==> config.mk <==
export PLATFORM = sky130hd
export DESIGN_NAME = soc_system_uart_status_in
export DESIGN_NICKNAME = d
export VERILOG_FILES = /design/src/rtl/soc_system_uart_status_in.sv
export SDC_FILE = /design/constraint.sdc
export NUM_CORES = 1
export LEC_CHECK = 0
export ABC_AREA = 1
export BUFFER_PORTS_ARGS = -buffer_cell sky130_fd_sc_hd__buf_2
export CAP_MARGIN = 20
export CORE_ASPECT_RATIO = 0.75
export CORE_UTILIZATION = 46
export CTS_BUF_LIST = sky130_fd_sc_hd__clkbuf_8
export CTS_CLUSTER_DIAMETER = 150
export CTS_CLUSTER_SIZE = 16
export DETAILED_ROUTE_END_ITERATION = 10
export PLACE_DENSITY = 0.8
export SYNTH_ARGS = -nofsm -noshare
export SYNTH_HDL_FRONTEND = slang
export SYNTH_SLANG_ARGS = --single-unit
==> constraint.sdc <==
create_clock -name clk -period 1.1 [get_ports clk]
set_clock_uncertainty 0.05 [all_clocks]
set_input_delay 0.11 -clock clk [delete_from_list [all_inputs] [get_ports clk]]
set_output_delay 0.11 -clock clk [all_outputs]
set_load 0.02 [all_outputs]
==> src/rtl/soc_system_uart_status_in.sv <==
// Avalon-MM status input port for UART flag lines: synchroniser, per-bit debounce,
// edge capture (RW1C) and a maskable level interrupt.
module soc_system_uart_status_in #(
  parameter int              WIDTH           = 4,
  parameter int              EDGE_TYPE       = 0,
  parameter int              DEBOUNCE_CYCLES = 16,
  parameter logic [WIDTH-1:0] RESET_MASK     = '0
) (
  input  logic             clk,
  input  logic             reset_n,
  input  logic [2:0]       address,
  input  logic             chipselect,
  input  logic             read_n,
  input  logic             write_n,
  input  logic [31:0]      writedata,
  input  logic [WIDTH-1:0] in_port,
  output logic [31:0]      readdata,
  output logic             irq
);

  localparam int CW = (DEBOUNCE_CYCLES > 0) ? $clog2(DEBOUNCE_CYCLES + 1) : 1;

  logic [WIDTH-1:0] sync_meta;
  logic [WIDTH-1:0] sync;
  logic [WIDTH-1:0] stable;
  logic [WIDTH-1:0] prev;
  logic [WIDTH-1:0] edgecapture;
  logic [WIDTH-1:0] irqmask;
  logic [WIDTH-1:0] rise;
  logic [WIDTH-1:0] fall;
  logic [WIDTH-1:0] edge_v;
  logic [WIDTH-1:0] clear_v;
  logic [31:0]      rd_mux;
  logic             wr_stb;
  logic             rd_stb;
  logic             unused_bits;

  assign unused_bits = ^{writedata, 1'b0};

  always_ff @(posedge clk or negedge reset_n) begin
    if (!reset_n) begin
      sync_meta <= '0;
      sync      <= '0;
    end else begin
      sync_meta <= in_port;
      sync      <= sync_meta;
    end
  end

  generate
    if (DEBOUNCE_CYCLES == 0) begin : g_bypass
      assign stable = sync;
    end else begin : g_debounce
      logic [CW-1:0] cnt [WIDTH];

      // A bit is accepted only after it has differed from stable for DEBOUNCE_CYCLES edges.
      always_ff @(posedge clk or negedge reset_n) begin
        if (!reset_n) begin
          stable <= '0;
          for (int i = 0; i < WIDTH; i++) cnt[i] <= '0;
        end else begin
          for (int i = 0; i < WIDTH; i++) begin
            if (sync[i] == stable[i]) begin
              cnt[i] <= '0;
            end else if (cnt[i] == CW'(DEBOUNCE_CYCLES - 1)) begin
              stable[i] <= sync[i];
              cnt[i]    <= '0;
            end else begin
              cnt[i] <= cnt[i] + 1'b1;
            end
          end
        end
      end
    end
  endgenerate

  assign rise = stable & ~prev;
  assign fall = ~stable & prev;

  always_comb begin
    case (EDGE_TYPE)
      0:       edge_v = rise;
      1:       edge_v = fall;
      default: edge_v = rise | fall;
    endcase
  end

  assign wr_stb  = chipselect & ~write_n;
  assign rd_stb  = chipselect & ~read_n;
  assign clear_v = (wr_stb && address == 3'd3) ? writedata[WIDTH-1:0] : '0;

  always_comb begin
    rd_mux = '0;
    case (address)
      3'd0:    rd_mux[WIDTH-1:0] = stable;
      3'd2:    rd_mux[WIDTH-1:0] = irqmask;
      3'd3:    rd_mux[WIDTH-1:0] = edgecapture;
      default: rd_mux = '0;
    endcase
  end

  // New edges are OR'd in after the clear so an event coinciding with a clear is kept.
  always_ff @(posedge clk or negedge reset_n) begin
    if (!reset_n) begin
      prev        <= '0;
      edgecapture <= '0;
      irqmask     <= RESET_MASK;
      readdata    <= '0;
    end else begin
      prev        <= stable;
      edgecapture <= (edgecapture & ~clear_v) | edge_v;
      if (wr_stb && address == 3'd2) irqmask <= writedata[WIDTH-1:0];
      if (rd_stb) readdata <= rd_mux;
    end
  end

  assign irq = |(edgecapture & irqmask);

endmodule

==> summary.txt <==
Final layout
  • Synth-to-Final Area Change: 25.7%
  • Layout Cells excl Fill: 342
  • Count of filler cells inserted in the layout: 366
  • Nets@finish: 332
  • # diodes: 0
  • Share of cells above drive strength 1: 30.9%
  • Design area: 0.00273 mm2

Status
  • Status: finished, violations left
  • Violated checks: setup timing

Timing
  • Fin. Hold Viols: 0
  • Final Cycle Share: 113%
  • Final setup fails: 9
  • Fmax: 806 MHz
  • RSZ-0062 raised after global routing: true
  • Min Tclk post-route: 1.24 ns
  • Final worst slack: -0.141 ns
  • Final hold slack: 0.0226 ns
  • Slew Viols, Final: 0

CTS
  • CTS root buf: clkbuf_8
  • Num CTS Buffers: 5
  • CTS tree: yes
  • CTS clk-pin slew, worst paths: 0.08 ns
  • # clock sinks: 48
  • Clock Path Buffers: 2
  • H-tree levels: 2
  • Clock insertion delay at the later pin of the skew report: 0.30 ns

Yosys
  • Top FF cell, synth: dfrtp_1
  • Post-synth EDFFs: 0
  • Yosys reg bits: 48
  • Xor and xnor area share after synthesis: 3.23%
  • Yosys top cell by area: dfrtp_1
  • Top cells by count, synth: dfrtp_1 (48), nand2_1 (35), buf_4 (29)
  • Multiplexer area fraction after synthesis: 0%
  • Fraction of registers with async set/reset: 100%
  • Count leader, synth: dfrtp_1
  • Sequential area share after synthesis: 55.3%
  • Post-synthesis cell count: 225
  • Synth top area cells: dfrtp_1 (55%), buf_4 (10%), nand2_1 (6.0%)
  • Adder-Cell Fraction of Synth Area: 2.30%
  • Yosys Warn Count: 0
  • Synth Area in Simple Gates: 22.6%
  • Post-synthesis compound-gate area fraction: 2.76%
  • Library cells used by synthesis: 20
  • Synth top area share: 55.3%
  • Synthesized cell area: 0.00217 mm2
  • Syn Area/Cell: 9.65 um2
  • Combinational family with the most area after synthesis: simple AND/OR/NAND/NOR gates

Floorplanning
  • Core box area: 0.00449 mm2
  • Die Y: 61.5 um
  • Initial cell density of the core: 48.3%
  • Row count: 21
  • Die area: 0.00500 mm2
  • I/O pins: 77
  • Die width: 81.3 um

Route
  • DRC: 0
  • Via/cell ratio: 4.67
  • Vias: 1597
  • Antenna-violating nets left: 0
  • Final WL: 3960 um
  • DR iter-0 viols: 98
  • Avg WL per Cell: 11.6 um
  • Pre-antenna DRT Iters: 4

Global routing
  • Number of global-route vias before repair: 1459
  • First-pass GRT wire length: 6190 um
  • Gr usage total: 17.1%
  • Pin count of the biggest net entering global routing: 49
  • Gr ovfl total: 0
  • Initial antenna violation count: 0

Flow run
  • Maxcap violations: 0

Pwr
  • Power density over the cells: 1360 mW/mm2
  • Leakage: 1.35 nW
  • Max IR drop VDD: 0.926 mV

Worst setup path
  • Setup crit end kind: output port
  • CP startpoint kind: flip-flop
  • CP Class: reg -> out
  • CP required: 0.94 ns
  • Max FO, Critical Path: 2
  • Arr. time, crit path: 1.08 ns

Place
  • Placed cells: 312
  • Routability cong.: 0.827
  • DP HPWL: 2560 um
  • Port Buf Inserts: 20
  • Instance area at placement: 0.00233 mm2
  • Pre-CTS WS: -0.0778 ns

Hold path
  • Hold Path Class: in -> reg
==> layout by cell type, fill, tap and decap left out, types with 7 or more instances in the layout <==
cell / n
dfrtp_1: 48
conb_1: 28
buf_4: 27
nand2_1: 26
inv_1: 20
nor2_1: 19
buf_2: 19
nand3_1: 15
nand4_1: 9
nand2_2: 8
o21ai_1: 8
dlygate4sd3_1: 7
==> per-layer routing <==
metal	part of all wire, %	up-vias	wire [um]	global-route usage, %
li1	-	786	-	-
met1	44	754	1760	21.1
met2	49	52	1940	27.5
met3	5.3	5	211	4.74
met4	1.3	0	51	9.95
met5	0	-	0	0
==> path summary, 6_finish.rpt <==
kind                                         start                  to  slack [ns]  cells past startpoint
worst min register to register        sync_meta[1]             sync[1]        0.30                      0
min in group asynchronous                  reset_n  g_debounce.cnt[15]        0.26                      3
worst min-delay path                  writedata[0]          irqmask[0]        0.02                      3
max in group asynchronous                  reset_n         readdata[1]        0.52                      3
worst max-delay path                edgecapture[2]                 irq       -0.14                      3
worst max register to register  g_debounce.cnt[10]  g_debounce.cnt[13]       -0.05                      6
==> cells by family (layout without fill, tap and decap cells) <==
logic type	after synthesis	count (layout)
AOI/OAI and AO/OA	12	12
adders and majority gates	4	4
xor gates and xnor gates	8	8
buffers and inverters	50	83
and+or+nand+nor	102	102
other	1	28
DFF	48	48
==> cell type report <==
class                      instances  area (um2)  share of cell area, %
inverter                          21        78.8                   2.89
tap                               57        71.3                   2.61
multi-input combinational        154         902                   33.0
clock buffer                       6        82.6                   3.02
clock inverter                     2        7.51                  0.275
timing repair buffer              54         388                   14.2
sequential                        48        1200                   44.0
==> worst max-delay path: stages (launching register included) <==
cell	delay, ns
dfrtp_1	0.39
nand2_1	0.07
nand4_1	0.14
buf_4	0.19
==> repair_timing <==
item | in CTS | in global routing
buffers inserted | 10 | 5
setup endpoints to repair | 16 | 18
hold buffers | 7 | 0
endpoints found under the hold margin | 54 | 0
pin swaps | 8 | 10
gates resized for setup | 19 | 16
==> metrics by stage <==
stage	utilization, %	TNS (ns)	total power, mW
5_1_grt	60.8	-1.49	3.92
4_1_cts	58.3	-0.273	3.70
2_1_floorplan	-	0	2.39
6_report	60.8	-0.336	3.71
3_5_place_dp	51.9	-0.633	2.50
3_3_place_gp	51.9	-0.175	2.49
==> power breakdown <==
part / total, mW / internal, mW / leakage (nW) / switching (mW)
clock network: 1.05 / 0.495 / 0.0538 / 0.560
logic: 0.693 / 0.306 / 0.671 / 0.386
registers: 1.97 / 1.89 / 0.626 / 0.0748
==> flip-flops by register name, indices dropped and copies added, names as in the netlist <==
| name | count |
|---|---|
| readdata | 4 |
| g_debounce.cnt | 20 |
| prev | 4 |
| irqmask | 4 |
| stable | 4 |
| edgecapture | 4 |
| sync | 4 |
| sync_meta | 4 |
(Power assumes the default switching activity.)
